$ cat config.mk
export PLATFORM = sky130hd
export DESIGN_NAME = adpll_gear_ctrl
export DESIGN_NICKNAME = d
export VERILOG_FILES = /design/src/rtl/adpll_pkg.sv /design/src/rtl/adpll_edge_sync.sv /design/src/rtl/adpll_gear_ctrl.sv
export SDC_FILE = /design/constraint.sdc
export NUM_CORES = 1
export LEC_CHECK = 0
export CAP_MARGIN = 5
export CORE_MARGIN = 2
export CORE_UTILIZATION = 40
export DETAILED_ROUTE_END_ITERATION = 7
export GPL_TIMING_DRIVEN = 0
export PLACE_DENSITY_LB_ADDON = 0.15
export SYNTH_ARGS = -nofsm -noshare
export SYNTH_HDL_FRONTEND = slang
export SYNTH_SLANG_ARGS = --single-unit
$ cat constraint.sdc
create_clock -name fpga_clk_i -period 2.7 [get_ports fpga_clk_i]
set_input_delay 0.54 -clock fpga_clk_i [delete_from_list [all_inputs] [get_ports fpga_clk_i]]
set_output_delay 0.54 -clock fpga_clk_i [all_outputs]
set_load 0.02 [all_outputs]
$ cat src/rtl/adpll_pkg.sv
// Shared types and default gains for the ADPLL gear sequencer.
// The state encoding here is the same encoding driven on state_o.
package adpll_pkg;

    typedef enum logic [2:0] {
        ST_IDLE    = 3'd0,
        ST_ACQUIRE = 3'd1,
        ST_TRACK   = 3'd2,
        ST_LOCKED  = 3'd3,
        ST_FAULT   = 3'd4
    } adpll_state_e;

    localparam logic [2:0] KP_ACQ_DEF = 3'b100;
    localparam logic [3:0] KI_ACQ_DEF = 4'b0100;
    localparam logic [2:0] KP_TRK_DEF = 3'b010;
    localparam logic [3:0] KI_TRK_DEF = 4'b0010;
    localparam logic [2:0] KP_LCK_DEF = 3'b001;
    localparam logic [3:0] KI_LCK_DEF = 4'b0001;

endpackage

$ cat src/rtl/adpll_edge_sync.sv
// Two-flop synchroniser plus registered rising-edge detector. The one-cycle
// strobe is high during the third clk_i cycle after the raw edge.
module adpll_edge_sync (
    input  logic clk_i,
    input  logic reset_i,
    input  logic async_i,
    output logic strobe_o
);

    logic sync0;
    logic sync1;
    logic sync2;

    always_ff @(posedge clk_i or negedge reset_i) begin
        if (!reset_i) begin
            sync0    <= 1'b0;
            sync1    <= 1'b0;
            sync2    <= 1'b0;
            strobe_o <= 1'b0;
        end else begin
            sync0    <= async_i;
            sync1    <= sync0;
            sync2    <= sync1;
            strobe_o <= sync1 & ~sync2;
        end
    end

endmodule

$ cat src/rtl/adpll_gear_ctrl.sv
// Gain-scheduling and lock-detect sequencer: IDLE -> ACQUIRE -> TRACK -> LOCKED,
// with FAULT on acquisition timeout. Define ADPLL_UNLOCK_DETECT_EN to let LOCKED
// fall back to TRACK after UNLOCK_COUNT consecutive large errors.
module adpll_gear_ctrl
    import adpll_pkg::*;
#(
    parameter int ERROR_WIDTH = 8,
    parameter int KP_WIDTH = 3,
    parameter int KI_WIDTH = 4,
    parameter logic [KP_WIDTH-1:0] KP_ACQ = KP_ACQ_DEF,
    parameter logic [KI_WIDTH-1:0] KI_ACQ = KI_ACQ_DEF,
    parameter logic [KP_WIDTH-1:0] KP_TRK = KP_TRK_DEF,
    parameter logic [KI_WIDTH-1:0] KI_TRK = KI_TRK_DEF,
    parameter logic [KP_WIDTH-1:0] KP_LCK = KP_LCK_DEF,
    parameter logic [KI_WIDTH-1:0] KI_LCK = KI_LCK_DEF,
    parameter int ACQ_THRESH = 16,
    parameter int LOCK_THRESH = 2,
    parameter int GEAR_COUNT = 8,
    parameter int LOCK_COUNT = 32,
    parameter int TIMEOUT_SAMPLES = 1024,
`ifdef ADPLL_UNLOCK_DETECT_EN
    parameter int UNLOCK_THRESH = 8,
    parameter int UNLOCK_COUNT = 4,
`endif
    parameter int CNT_WIDTH = 11
) (
    input  logic                   fpga_clk_i,
    input  logic                   reset_i,
    input  logic                   enable_i,
    input  logic                   ref_clk_i,
    input  logic [ERROR_WIDTH-1:0] error_i,
    output logic                   enable_o,
    output logic [KP_WIDTH-1:0]    kp_o,
    output logic [KI_WIDTH-1:0]    ki_o,
    output logic                   locked_o,
    output logic                   fault_o,
    output logic [2:0]             state_o
);

    localparam logic [ERROR_WIDTH-1:0] ACQ_TH  = ERROR_WIDTH'(ACQ_THRESH);
    localparam logic [ERROR_WIDTH-1:0] LOCK_TH = ERROR_WIDTH'(LOCK_THRESH);
    localparam logic [CNT_WIDTH-1:0]   GEAR_N  = CNT_WIDTH'(GEAR_COUNT);
    localparam logic [CNT_WIDTH-1:0]   LOCK_N  = CNT_WIDTH'(LOCK_COUNT);
    localparam logic [CNT_WIDTH-1:0]   TMO_N   = CNT_WIDTH'(TIMEOUT_SAMPLES);
    localparam logic [ERROR_WIDTH-1:0] MOST_NEG = {1'b1, {(ERROR_WIDTH-1){1'b0}}};
    localparam logic [ERROR_WIDTH-1:0] MAX_POS  = {1'b0, {(ERROR_WIDTH-1){1'b1}}};
`ifdef ADPLL_UNLOCK_DETECT_EN
    localparam logic [ERROR_WIDTH-1:0] UNL_TH = ERROR_WIDTH'(UNLOCK_THRESH);
    localparam logic [CNT_WIDTH-1:0]   UNL_N  = CNT_WIDTH'(UNLOCK_COUNT);
`endif

    function automatic logic [CNT_WIDTH-1:0] sat_inc(input logic [CNT_WIDTH-1:0] c);
        return (&c) ? c : c + CNT_WIDTH'(1);
    endfunction

    adpll_state_e state, state_n;
    logic [CNT_WIDTH-1:0] run_cnt, run_n;
    logic [CNT_WIDTH-1:0] tmo_cnt, tmo_n;
`ifdef ADPLL_UNLOCK_DETECT_EN
    logic [CNT_WIDTH-1:0] unl_cnt, unl_n;
`endif
    logic strobe;
    logic [ERROR_WIDTH-1:0] mag;

    adpll_edge_sync u_ref_sync (
        .clk_i    (fpga_clk_i),
        .reset_i  (reset_i),
        .async_i  (ref_clk_i),
        .strobe_o (strobe)
    );

    // Two's-complement magnitude; the most-negative code has no positive twin.
    always_comb begin
        mag = error_i;
        if (error_i == MOST_NEG)
            mag = MAX_POS;
        else if (error_i[ERROR_WIDTH-1])
            mag = ~error_i + ERROR_WIDTH'(1);
    end

    always_ff @(posedge fpga_clk_i or negedge reset_i) begin
        if (!reset_i) begin
            state   <= ST_IDLE;
            run_cnt <= '0;
            tmo_cnt <= '0;
`ifdef ADPLL_UNLOCK_DETECT_EN
            unl_cnt <= '0;
`endif
        end else begin
            state   <= state_n;
            run_cnt <= run_n;
            tmo_cnt <= tmo_n;
`ifdef ADPLL_UNLOCK_DETECT_EN
            unl_cnt <= unl_n;
`endif
        end
    end

    always_comb begin
        state_n = state;
        run_n   = run_cnt;
        tmo_n   = tmo_cnt;
`ifdef ADPLL_UNLOCK_DETECT_EN
        unl_n   = unl_cnt;
`endif
        if (!enable_i) begin
            // Dropping the request wins over anything a strobe would do.
            state_n = ST_IDLE;
            run_n   = '0;
            tmo_n   = '0;
`ifdef ADPLL_UNLOCK_DETECT_EN
            unl_n   = '0;
`endif
        end else begin
            case (state)
                ST_IDLE: begin
                    state_n = ST_ACQUIRE;
                    run_n   = '0;
                    tmo_n   = '0;
                end
                ST_ACQUIRE: begin
                    if (strobe) begin
                        tmo_n = sat_inc(tmo_cnt);
                        run_n = (mag <= ACQ_TH) ? sat_inc(run_cnt) : '0;
                        if (run_n >= GEAR_N) begin
                            state_n = ST_TRACK;
                            run_n   = '0;
                            tmo_n   = '0;
                        end else if (tmo_n >= TMO_N) begin
                            state_n = ST_FAULT;
                        end
                    end
                end
                ST_TRACK: begin
                    if (strobe) begin
                        if (mag > ACQ_TH) begin
                            state_n = ST_ACQUIRE;
                            run_n   = '0;
                            tmo_n   = '0;
                        end else begin
                            run_n = (mag <= LOCK_TH) ? sat_inc(run_cnt) : '0;
                            if (run_n >= LOCK_N) begin
                                state_n = ST_LOCKED;
                                run_n   = '0;
                            end
                        end
                    end
                end
                ST_LOCKED: begin
`ifdef ADPLL_UNLOCK_DETECT_EN
                    if (strobe) begin
                        unl_n = (mag > UNL_TH) ? sat_inc(unl_cnt) : '0;
                        if (unl_n >= UNL_N) begin
                            state_n = ST_TRACK;
                            run_n   = '0;
                            unl_n   = '0;
                        end
                    end
`endif
                end
                ST_FAULT: state_n = ST_FAULT;
                default:  state_n = ST_IDLE;
            endcase
        end
    end

    always_comb begin
        enable_o = 1'b0;
        kp_o     = KP_ACQ;
        ki_o     = KI_ACQ;
        locked_o = 1'b0;
        fault_o  = 1'b0;
        state_o  = state;
        case (state)
            ST_ACQUIRE: enable_o = 1'b1;
            ST_TRACK: begin
                enable_o = 1'b1;
                kp_o     = KP_TRK;
                ki_o     = KI_TRK;
            end
            ST_LOCKED: begin
                enable_o = 1'b1;
                kp_o     = KP_LCK;
                ki_o     = KI_LCK;
                locked_o = 1'b1;
            end
            ST_FAULT: fault_o = 1'b1;
            default: ;
        endcase
    end

endmodule

Word level (Yosys, flattened, before mapping)
Index checks and enable logic that the tools add are counted.

operators by class
  mux-type cells = 32
  bitwise gates (word level) = 3
  equal/unequal tests = 12
  magnitude comparators = 6
  $add $sub $neg = 3
  reduce and logical (&&, ||, !) cells = 7

operator list
  cell                   count
  $mux 11                15
  $pmux 11 s3            2
  $add 11x1->11 const B  2
  $reduce_and 11->1      2
  $mux 3                 7
  $mux 8                 2
  $pmux 3 s5             1
  $pmux 3 s2             2
  $ge 11x11->1 const B   1
  $ge 11x4->1 const B    1
  $ge 11x6->1 const B    1
  $add 8x1->8 const B    1
  $eq 8x8->1 const B     1
  $gt 8x5->1 const B     1
  $le 8x2->1 const B     1
  $le 8x5->1 const B     1
  $ne 4x4->1 const B     2
  $not 8->8              1
  $eq 3x2->1 const B     2
  $ne 3x2->1 const B     2
  $reduce_and 5->1       1
  $ne 4x1->1 const B     1
  $reduce_and 4->1       1
  $eq 3x1->1 const B     1
  9 further kinds        11

storage, ports and cells
  word-level logic and storage cells = 70
  input bits = 12
  register bits = 29

Longest topological paths before layout
Gate-level depths: netlist of the first run.

  depth in word-level cells = 12
  depth in mapped cells = 10
  depth with buffers taken out = 9

By module
From an unflattened synthesis of the first run, not the netlist that was laid out.

second synthesis, totals
  cells, all modules = 204
  area, all modules = 1875.5 um^2

modules (own cells, without submodules)
  module           seq. area each (um^2)  cells an instance  area each (um^2)  instances
  adpll_gear_ctrl  625.6                  199                1761.7            1
  adpll_edge_sync  100.1                  5                  113.9             1

Worst setup path after synthesis of the first run
Ideal clock, no wire load.

  path type = input-to-reg
  from = in error_i[2]
  to = reg state[0], in the netlist state_o[0]
  arrival time = 2.731 ns
  slack = -0.159 ns
  required time = 2.572 ns
  cell stages on the path = 7
  path through = or4_4 > o32a_1 > o21a_1 > or4_1 > o22ai_1 > a2bb2oi_2 > mux2_1

between the ends
  cells in the longest elaborated chain, start to end = 11
  elaborated cells between the ends (all ways) = 21

RTL lines
  element                 RTL line                RTL
  start: declaration      adpll_gear_ctrl.sv:31   input logic [ERROR_WIDTH-1:0] error_i,
  $not 8->8               adpll_gear_ctrl.sv:78   mag = ~error_i + ERROR_WIDTH'(1);
  $add 8x1->8             adpll_gear_ctrl.sv:78
  $mux 8                  adpll_gear_ctrl.sv:77   else if (error_i[ERROR_WIDTH-1])
  $mux 8 *                adpll_gear_ctrl.sv:75   if (error_i == MOST_NEG)
  $le 8x5->1              adpll_gear_ctrl.sv:124  run_n = (mag <= ACQ_TH) ? sat_inc(run_cnt) : '0;
  $mux 11                 adpll_gear_ctrl.sv:124
  $ge 11x4->1             adpll_gear_ctrl.sv:125  if (run_n >= GEAR_N) begin
  $mux 3                  adpll_gear_ctrl.sv:125
  $mux 3                  adpll_gear_ctrl.sv:122  if (strobe) begin
  $pmux 3 s5              adpll_gear_ctrl.sv:115  case (state)
  $mux 3                  adpll_gear_ctrl.sv:106  if (!enable_i) begin
  end signal: assignment  adpll_gear_ctrl.sv:90   state <= state_n;
  end: declaration        adpll_gear_ctrl.sv:56   adpll_state_e state, state_n;

Every way passes the cells marked *; elsewhere a longest branch is shown, timed or not. The select of a mux whose other input is x is not followed.
A chain may end at the register's enable or synchronous reset.

Worst setup path in the final report of the first run
  from = in error_i[1]
  to = reg state[0], in the netlist state_o[0]

The elaborated chain is that of the path after synthesis.

==> impl_metrics.toml, run 1 <==
[floorplan]
die_height_um = 73.3
die_area_mm2 = 0.00538
core-area_mm2 = 0.00469
die_x_um = 73.3
start_util_pct = 41.0
io_pins = 25
rows = 25

[power_and_ir_drop]
internal_power_uw = 803
ir_worst_vdd_v = 0.000446
powerDensity_mw_per_mm2 = 489
share_comb_of_total_power_pct = 30.0
switchingPower_uw = 370
p_seq_share_pct = 41.4
netSwitchingFraction_pct = 31.5
p_clk_share_pct = 28.6
p_leak_uw = 0.00105

[yosys]
synth-edff-count = 0
synth_cells = 226
synthTopCellsByArea = "dfrtp_1, nand2_1, o21ai_0"
synthSimpleGateAreaFrac_pct = 28.6
synthTopCellsByCount = "dfrtp_1, nand2_1, o21ai_0, nor2_1, a21oi_1"
synth.avg_cell_area_um2 = 8.50
synth_top_family_by_area = "simple AND/OR/NAND/NOR gates"
synthAdderAreaFrac_pct = 1.95
synthFlopType = "dfrtp_1"
ys_ff_latch = 29
syn-cell-area_mm2 = 0.00192
synth_mux_area_share_pct = 3.32
synth_seq_area_share_pct = 37.8
ys_async_sr_fraction_pct = 100
synthXorXnorAreaFrac_pct = 0.911
synth_nets = 241
synth_top_area_share_pct = 37.8
synth_cell_types = 51
yosys_warnings = 0
synth_top_cell_by_area = "dfrtp_1"
yosysMostFrequentCell = "dfrtp_1"
synth_compound_area_share_pct = 21.9

[route]
vias = 1736
routedWlPerCell_um = 13.0
drtPass1Iterations = 4
detail_route.vias_per_cell = 5.53
first_iter_violations = 92
drtAntennaViolNets = 0
wl_um = 4090
drc = 0

[setup_path]
critPathCaptureType = "flop"
cp.depth = 8
arrival_ns = 2.81
crit_start = "error_i[1]"
r2r-end = "tmo_cnt[0]"
critPathMostFrequentCell = "or4_4"
rr_startpoint = "run_cnt[0]"
path_buf_inv = 1
r2r_cells = 9
cpPeakStageDelay_ns = 0.52
critical_path.max_fanout = 4
setup.worst_path.end = "state_o[0]"
critical_path.cell_chain = "buf_8, or4_4, o32a_1, o21a_1, or4_4, o22ai_2, a2bb2oi_2, mux2_4"
critical_path_class = "in2reg"
r2r_slack_ns = 0.21
slowest_stage = "or4_4"
critical_path.startpoint_type = "input port"
critPathRequiredTime_ns = 2.86
crit_family = "simple AND/OR/NAND/NOR gates"

[grt]
track_usage_pct = 16.5
grt_pass1_vias = 1579
grt_pass1_wl_um = 7090
antenna_found_initial = 0
gr-total-overflow = 0
grt_max_degree = 19

[sta]
fmax_mhz = 377
hold_viol_final = 0
setup_viol = 0
slew_headroom_pct = 43.7
fin_crit_ns = 2.65
rsz0062_at_grt = "yes"
period_share_pct = 98.2
drv_slew = 0
skew_ns = 0.00377
hold_slack_ns = 0.358
finalSetupTns_ns = 0
max_slew.worst_pin.slew_ns = 0.841

[layout]
final_cell_area_mm2 = 0.00240
fin_nets = 274
num_antenna_cells = 0
syn2layout_area_growth_pct = 24.7
layout-drive-gt1-share_pct = 16.9

[worst_hold_path]
min_path_type = "reg2reg"

[placed_design]
place.gp.congestion = 0.809
place_hpwl_um = 2990
portBuffers = 22
place_area_mm2 = 0.00223

[cts]
clk_latency_ns = 0.27
path_clk_slew_ns = 0.06
htreeDepth = 2
cts_tree = "built"
cts_buffer_depth = 2
cts_buffers = 5
cts_num_sinks = 29
clockRootBuffer = "clkbuf_8"
hold_buffers = 0

[run_status]
outcome = "complete, no violations"

[job]
drv_cap = 0
==> power by group through the flow <==
stage | Clock (uW) | Sequential (uW) | Combinational [uW]
final | 335 | 486 | 352
after global routing | 375 | 490 | 389
after CTS | 350 | 486 | 351
after detailed placement | 0 | 494 | 327
after global placement | 0 | 493 | 324
after floorplan | 0 | 500 | 200
==> layout by cell type, fill, tap and decap left out, types with 8 or more instances in the layout <==
master           synthesis  layout
dfrtp_1                 29      28
nand2_1                 24      24
clkdlybuf4s50_1          0      17
o21ai_0                 16      16
nor2_1                  13      12
nand3_1                 11      11
and2_1                  10      10
a21oi_1                 12      10
buf_4                    5       9
inv_1                    8       8
==> routing by layer <==
metal	global-route usage (%)	wire length, um
met1	23.5	2140
met2	25.4	1790
met3	4.12	140
met4	3.64	27
met5	0	0
==> registers in the layout, indices dropped and copies added, names as in the netlist <==
register             cells
state_o                  3
u_ref_sync.sync1         1
u_ref_sync.strobe_o      1
tmo_cnt                 11
u_ref_sync.sync2         1
u_ref_sync.sync0         1
run_cnt                 11
==> cell type report <==
| class | count | area [um2] |
|---|---|---|
| sequential | 29 | 727 |
| buffer | 13 | 73.8 |
| timing repair buffer | 27 | 270 |
| inverter | 8 | 30.0 |
| clock buffer | 6 | 72.6 |
| tap | 54 | 67.6 |
| fill | 471 | 2290 |
| clock inverter | 2 | 10.0 |
| multi-input combinational | 175 | 1150 |
==> per-stage QoR <==
step | setup slack, ns | util, % | instances | power, uW
after floorplan | -0.00718 | - | 226 | 700
after global placement | -0.866 | 47.2 | 302 | 817
after detailed placement | -0.892 | 47.5 | 303 | 821
after CTS | 0.000695 | 50.0 | 313 | 1190
after global routing | -0.0130 | 51.1 | 314 | 1250
final | 0.0497 | 51.1 | 314 | 1170
==> worst min path at each step <==
| stage | from | to | slack (ns) | depth (start not counted) |
|---|---|---|---|---|
| after floorplan | reset_i | run_cnt[0] | 0.24 | 0 |
| after global placement | u_ref_sync.sync0 | u_ref_sync.sync1 | 0.33 | 0 |
| after detailed placement | u_ref_sync.sync0 | u_ref_sync.sync1 | 0.35 | 0 |
| after CTS | u_ref_sync.sync0 | u_ref_sync.sync1 | 0.36 | 0 |
| after global routing | u_ref_sync.sync0 | u_ref_sync.sync1 | 0.38 | 0 |
| final | u_ref_sync.sync0 | u_ref_sync.sync1 | 0.36 | 0 |
==> cells by family (layout without fill, tap and decap cells) <==
logic type | after synthesis | count (layout)
simple gates | 101 | 101
compound gates | 62 | 62
fa+ha+maj | 3 | 3
flops | 29 | 29
other cells | 1 | 1
xor+xnor | 2 | 2
mux | 6 | 6
buf+inv | 22 | 56
==> repair_timing <==
action                                  in CTS  in global routing
pin swaps                                    5                  4
gates resized for setup                     28                 13
endpoints found under the setup margin      19                 17
buffers inserted                             2                  2
No activity file was read; power rests on OpenSTA's default activity.
==> run 2: changes to the inputs <==
--- a/config.mk
+++ b/config.mk
@@ -7,10 +7,11 @@
 export LEC_CHECK = 0
 export CAP_MARGIN = 5
 export CORE_MARGIN = 2
-export CORE_UTILIZATION = 40
+export CORE_UTILIZATION = 55
 export DETAILED_ROUTE_END_ITERATION = 7
 export GPL_TIMING_DRIVEN = 0
 export PLACE_DENSITY_LB_ADDON = 0.15
 export SYNTH_ARGS = -nofsm -noshare
 export SYNTH_HDL_FRONTEND = slang
+export SYNTH_HIERARCHICAL = 1
 export SYNTH_SLANG_ARGS = --single-unit
==> impl_metrics.toml, run 2 <==
[layout]
layout-drive-gt1-share_pct = 20.9
num_antenna_cells = 0
final_util_pct = 69.1
fin_cells = 285
mostFrequentLayoutCell = "dfrtp_1"
final_cell_mix = "dfrtp_1, clkdlybuf4s50_1, nand2_1"
fin_nets = 253
syn2layout_area_growth_pct = 21.9

[yosys]
synth_seq_area_share_pct = 38.7
synth.avg_cell_area_um2 = 9.19
yosys_warnings = 6
synthTopCellsByCount = "dfrtp_1, nand2_1, nor2_1, o21ai_0, a21oi_1"
synth_cells = 204
synth_top_cell_by_area = "dfrtp_1"
synth_nets = 219
synth_cell_types = 54
synth-edff-count = 0
syn-cell-area_mm2 = 0.00188
ys_ff_latch = 29
yosysMostFrequentCell = "dfrtp_1"
ys_async_sr_fraction_pct = 100
synthTopCellsByArea = "dfrtp_1, o21ai_0, a21oi_1"
synth_top_area_share_pct = 38.7
synthFlopType = "dfrtp_1"

[cts]
clk_latency_ns = 0.34
htreeDepth = 2
path_clk_slew_ns = 0.11
cts_num_sinks = 29
cts_tree = "built"
cts_buffers = 5
clockRootBuffer = "clkbuf_4"
cts_buffer_depth = 2

[floorplan]
core-area_mm2 = 0.00331
die_area_mm2 = 0.00389
rows = 21
io_pins = 25
start_util_pct = 56.7
die_x_um = 62.4
die_height_um = 62.4

[setup_path]
critPathRequiredTime_ns = 2.94
critical_path_class = "in2reg"
critPathCaptureType = "flop"
crit_start = "error_i[2]"
critical_path.max_fanout = 6
rr_startpoint = "tmo_cnt[0]"
critical_path.startpoint_type = "input port"
arrival_ns = 2.86

[sta]
fmax_mhz = 381
hold_viol_final = 0
finalSetupTns_ns = 0
slew_headroom_pct = 56.6
period_share_pct = 97.2
rsz0062_at_grt = "no"
skew_ns = 0.0138
drv_slew = 0
fin_crit_ns = 2.63
setup_viol = 0
max_slew.worst_pin.slew_ns = 0.645

[route]
routedWlPerCell_um = 15.3
drtAntennaViolNets = 0
drtPass1Iterations = 4
drc = 0
vias = 1707
wl_um = 4350
detail_route.vias_per_cell = 5.99
first_iter_violations = 164

[power_and_ir_drop]
powerDensity_mw_per_mm2 = 617
p_clk_share_pct = 19.1
p_total_uw = 1410
ir_worst_vdd_v = 0.000528
switchingPower_uw = 545
share_comb_of_total_power_pct = 46.2
p_leak_uw = 0.000989
internal_power_uw = 866
p_seq_share_pct = 34.8
netSwitchingFraction_pct = 38.6

[placed_design]
portBuffers = 22
dp.cells = 272
place_hpwl_um = 3060
place.gp.congestion = 0.904

[grt]
grt_max_degree = 30
antenna_found_initial = 0
grt_pass1_vias = 1748
track_usage_pct = 24.3
grt_pass1_wl_um = 7620
gr-total-overflow = 0

[run_status]
outcome = "complete, no violations"

[worst_hold_path]
min_path_type = "in2async"

[job]
drv_cap = 0
[run 2: cell types whose count changed after synthesis, sizes merged, moves of 3 or more]
cell / before / now
nand2: 24 / 15
clkbuf: 8 / 3
a211oi: 0 / 4
and2: 10 / 6
buf: 6 / 10
nand3: 11 / 7
a22o: 4 / 7
nand2b: 7 / 4
nand3b: 4 / 1
[run 2: critical path, stage by stage]
cell	delay (ns)
dlygate4sd2_1	0.26
or4_4	0.54
o32a_1	0.35
o21ai_2	0.19
a21boi_4	0.24
a211oi_2	0.10
buf_6	0.16
buf_2	0.14
a21o_1	0.16
a22o_1	0.17
[run 2: logic make-up after synthesis]
kind of cell	count (synthesis)	share of synthesized area, %
buffers and inverters	22	6.40
flip-flops	29	38.7
AND/OR/NAND/NOR	72	21.0
multiplexers	6	3.47
adder cells (fa/ha/maj)	3	2.00
AO/OA/AOI/OAI	69	27.3
other	1	0.200
XOR/XNOR	2	0.934
[run 2: final cells by class]
type	instances	area [um2]
Buffer	13	88.8
Inverter	9	33.8
Tap cell	46	57.6
Clock buffer	5	37.5
Multi-Input combinational cell	153	1080
Timing Repair Buffer	27	241
Fill cell	275	1020
Sequential cell	29	726
Clock inverter	3	17.5
[run 2: layer usage]
| metal | track usage (%) | share of wire [%] | vias up |
|---|---|---|---|
| li1 | - | - | 810 |
| met1 | 28.4 | 40 | 841 |
| met2 | 42.8 | 53 | 44 |
| met3 | 6.13 | 4.4 | 12 |
| met4 | 9.72 | 2.3 | 0 |
| met5 | 0 | 0 | - |
[run 2: power groups by stage]
stage / registers, uW / clock network [uW] / logic (uW)
2_1_floorplan: 514 / 0 / 365
3_3_place_gp: 495 / 0 / 592
3_5_place_dp: 496 / 0 / 612
4_1_cts: 488 / 277 / 637
5_1_grt: 495 / 297 / 705
6_report: 491 / 269 / 652
[run 2: final timing paths]
kind	end	slack, ns	depth (start not counted)
min in group fpga_clk_i	u_ref_sync/sync1	0.35	0
max in group asynchronous	u_ref_sync/sync2	2.06	1
setup / recovery	tmo_cnt[3]	0.07	10
setup reg to reg	state_o[2]	0.22	9
hold / removal	run_cnt[7]	0.20	1
hold reg to reg	u_ref_sync/sync1	0.35	0
[run 2: metrics by stage]
stage | instance area (um2) | setup WS (ns) | hold slack (ns)
floorplan | 1880 | 0.106 | 0.244
global placement | 2150 | -0.649 | 0.344
global route | 2290 | 0.00389 | 0.276
detailed placement | 2150 | -0.735 | 0.339
finish | 2290 | 0.0744 | 0.203
CTS | 2260 | 0.00580 | 0.364
[run 2: what timing repair did]
item | 4_1_cts | 5_1_grt
gates resized for setup | 11 | 9
hold buffers | 0 | 0
pin swaps | 4 | 1
setup endpoints to repair | 19 | 20
buffers inserted | 5 | 0
==> run 3: changes to the inputs <==
==> constraint.sdc (replaced) <==
create_clock -name fpga_clk_i -period 2.7 [get_ports fpga_clk_i]
set_input_delay 0.675 -clock fpga_clk_i [delete_from_list [all_inputs] [get_ports fpga_clk_i]]
set_output_delay 0.675 -clock fpga_clk_i [all_outputs]
set_load 0.01 [all_outputs]
==> impl_metrics.toml, run 3 (synthesis results as in run 2) <==
[floorplan]
start_util_pct = 56.7
io_pins = 25
rows = 21
core-area_mm2 = 0.00331
die_area_mm2 = 0.00389
die_x_um = 62.4
die_height_um = 62.4

[sta]
setup_viol = 0
hold_viol_final = 0
slew_headroom_pct = 56.3
max_slew.worst_pin.slew_ns = 0.655
worst_slack_ns = 0.0250
fmax_mhz = 374
drv_slew = 0
fin_crit_ns = 2.68
skew_ns = 0.0137
hold_slack_ns = 0.354
period_share_pct = 99.1
finalSetupTns_ns = 0

[placed_design]
place_area_mm2 = 0.00215
place_hpwl_um = 3030
portBuffers = 22
place_ws_ns = -0.798
dp.cells = 272
place.gp.congestion = 0.881

[setup_path]
critPathRequiredTime_ns = 2.92
critical_path.startpoint_type = "input port"
critPathCaptureType = "flop"
arrival_ns = 2.90
critical_path.cell_chain = "dlygate4sd2_1, or4_4, o32a_1, o21ai_2, a21boi_4, a211oi_4, buf_6, a21o_1, a22o_1"
slowest_stage = "or4_4"
critical_path_class = "in2reg"
cpPeakStageDelay_ns = 0.54
critical_path.max_fanout = 5

[grt]
grt_max_degree = 30
gr-usage-met2_pct = 41.4
top_usage_layer = "met2"
grt_pass1_vias = 1685
gr-usage-met1_pct = 29.2
track_usage_pct = 24.0
use_met3_pct = 5.77
antenna_found_initial = 0
grt_pass1_wl_um = 7560
gr-total-overflow = 0

[cts]
cts_buffer_depth = 2
cts_buffers = 5
cts_num_sinks = 29
hold_buffers = 0
cts_tree = "built"
clockRootBuffer = "clkbuf_4"
clk_latency_ns = 0.33
htreeDepth = 2
path_clk_slew_ns = 0.10

[route]
detail_route.vias_per_cell = 6.04
vias = 1727
drc = 0
first_iter_violations = 172
drtPass1Iterations = 4
wl_um = 4420
drtAntennaViolNets = 0
routedWlPerCell_um = 15.5

[run_status]
outcome = "complete, no violations"

[layout]
syn2layout_area_growth_pct = 23.8
mostFrequentLayoutCell = "dfrtp_1"
final_cell_mix = "dfrtp_1, clkdlybuf4s50_1, nand2_1"
n_fill_cell = 292
fin_nets = 254
layout-drive-gt1-share_pct = 23.8
num_antenna_cells = 0
final_cell_area_mm2 = 0.00232
fin_cells = 286

[worst_hold_path]
min_path_type = "reg2reg"

[job]
drv_cap = 0

[power_and_ir_drop]
p_leak_uw = 0.00100
powerDensity_mw_per_mm2 = 578
ir_worst_vdd_v = 0.000377
## run 3: changes by cell type in the layout (fill, tap and decap cells not counted), sizes merged
cell / delta
dlygate4sd2: -1
clkbuf: -2
buf: +4
## run 3: critical path, delay by kind of cell
family | cells | cell delay [ns]
compound gates | 6 | 1.27
buf+inv | 2 | 0.42
simple gates | 1 | 0.54
## run 3: cell type report
class                   count  area [um2]  share of cell area (%)
inverters                   9        33.8                    1.45
repair buffers             29         253                    10.9
clock buffers               5        37.5                    1.62
plain buffers              12        82.6                    3.56
clock inverters             3        17.5                   0.754
flip-flops and latches     29         727                    31.3
multi-input cells         153        1110                    48.0
well taps                  46        57.6                    2.48
## run 3: path summary, 6_finish.rpt
path / from / endpoint / slack [ns] / cells past startpoint
max reg2reg: run_cnt[0] / tmo_cnt[2] / 0.10 / 10
min reg2reg: u_ref_sync/sync0 / u_ref_sync/sync1 / 0.35 / 0
min in group asynchronous: reset_i / run_cnt[6] / 0.36 / 1
min: u_ref_sync/sync0 / u_ref_sync/sync1 / 0.35 / 0
max: error_i[2] / tmo_cnt[6] / 0.02 / 9
max in group asynchronous: reset_i / run_cnt[3] / 1.88 / 1
## run 3: routing by layer
layer	part of all wire, %	vias to the layer above
met5	0	-
met4	1.7	0
met3	5.0	12
met2	51	64
met1	42	837
li1	-	814
## run 3: stage by stage
stage | total power (uW) | util [%]
floorplan | 828 | -
global placement | 1040 | 65.1
detailed placement | 1050 | 65.1
CTS | 1340 | 68.2
global route | 1430 | 70.1
finish | 1340 | 70.1
## run 3: what timing repair did
action,4_1_cts,5_1_grt
endpoints found under the hold margin,0,0
endpoints found under the setup margin,19,21
pin swaps,6,5
cloned,1,0
setup buffers,2,4
gates resized for setup,15,11
## run 3: power breakdown
part	internal (uW)	switching [uW]	leakage [uW]	total [uW]
sequential	462	36.6	0.000392	499
clock	98.0	163	0.0000310	261
combinational	299	283	0.000580	582
total	859	482	0.00100	1340
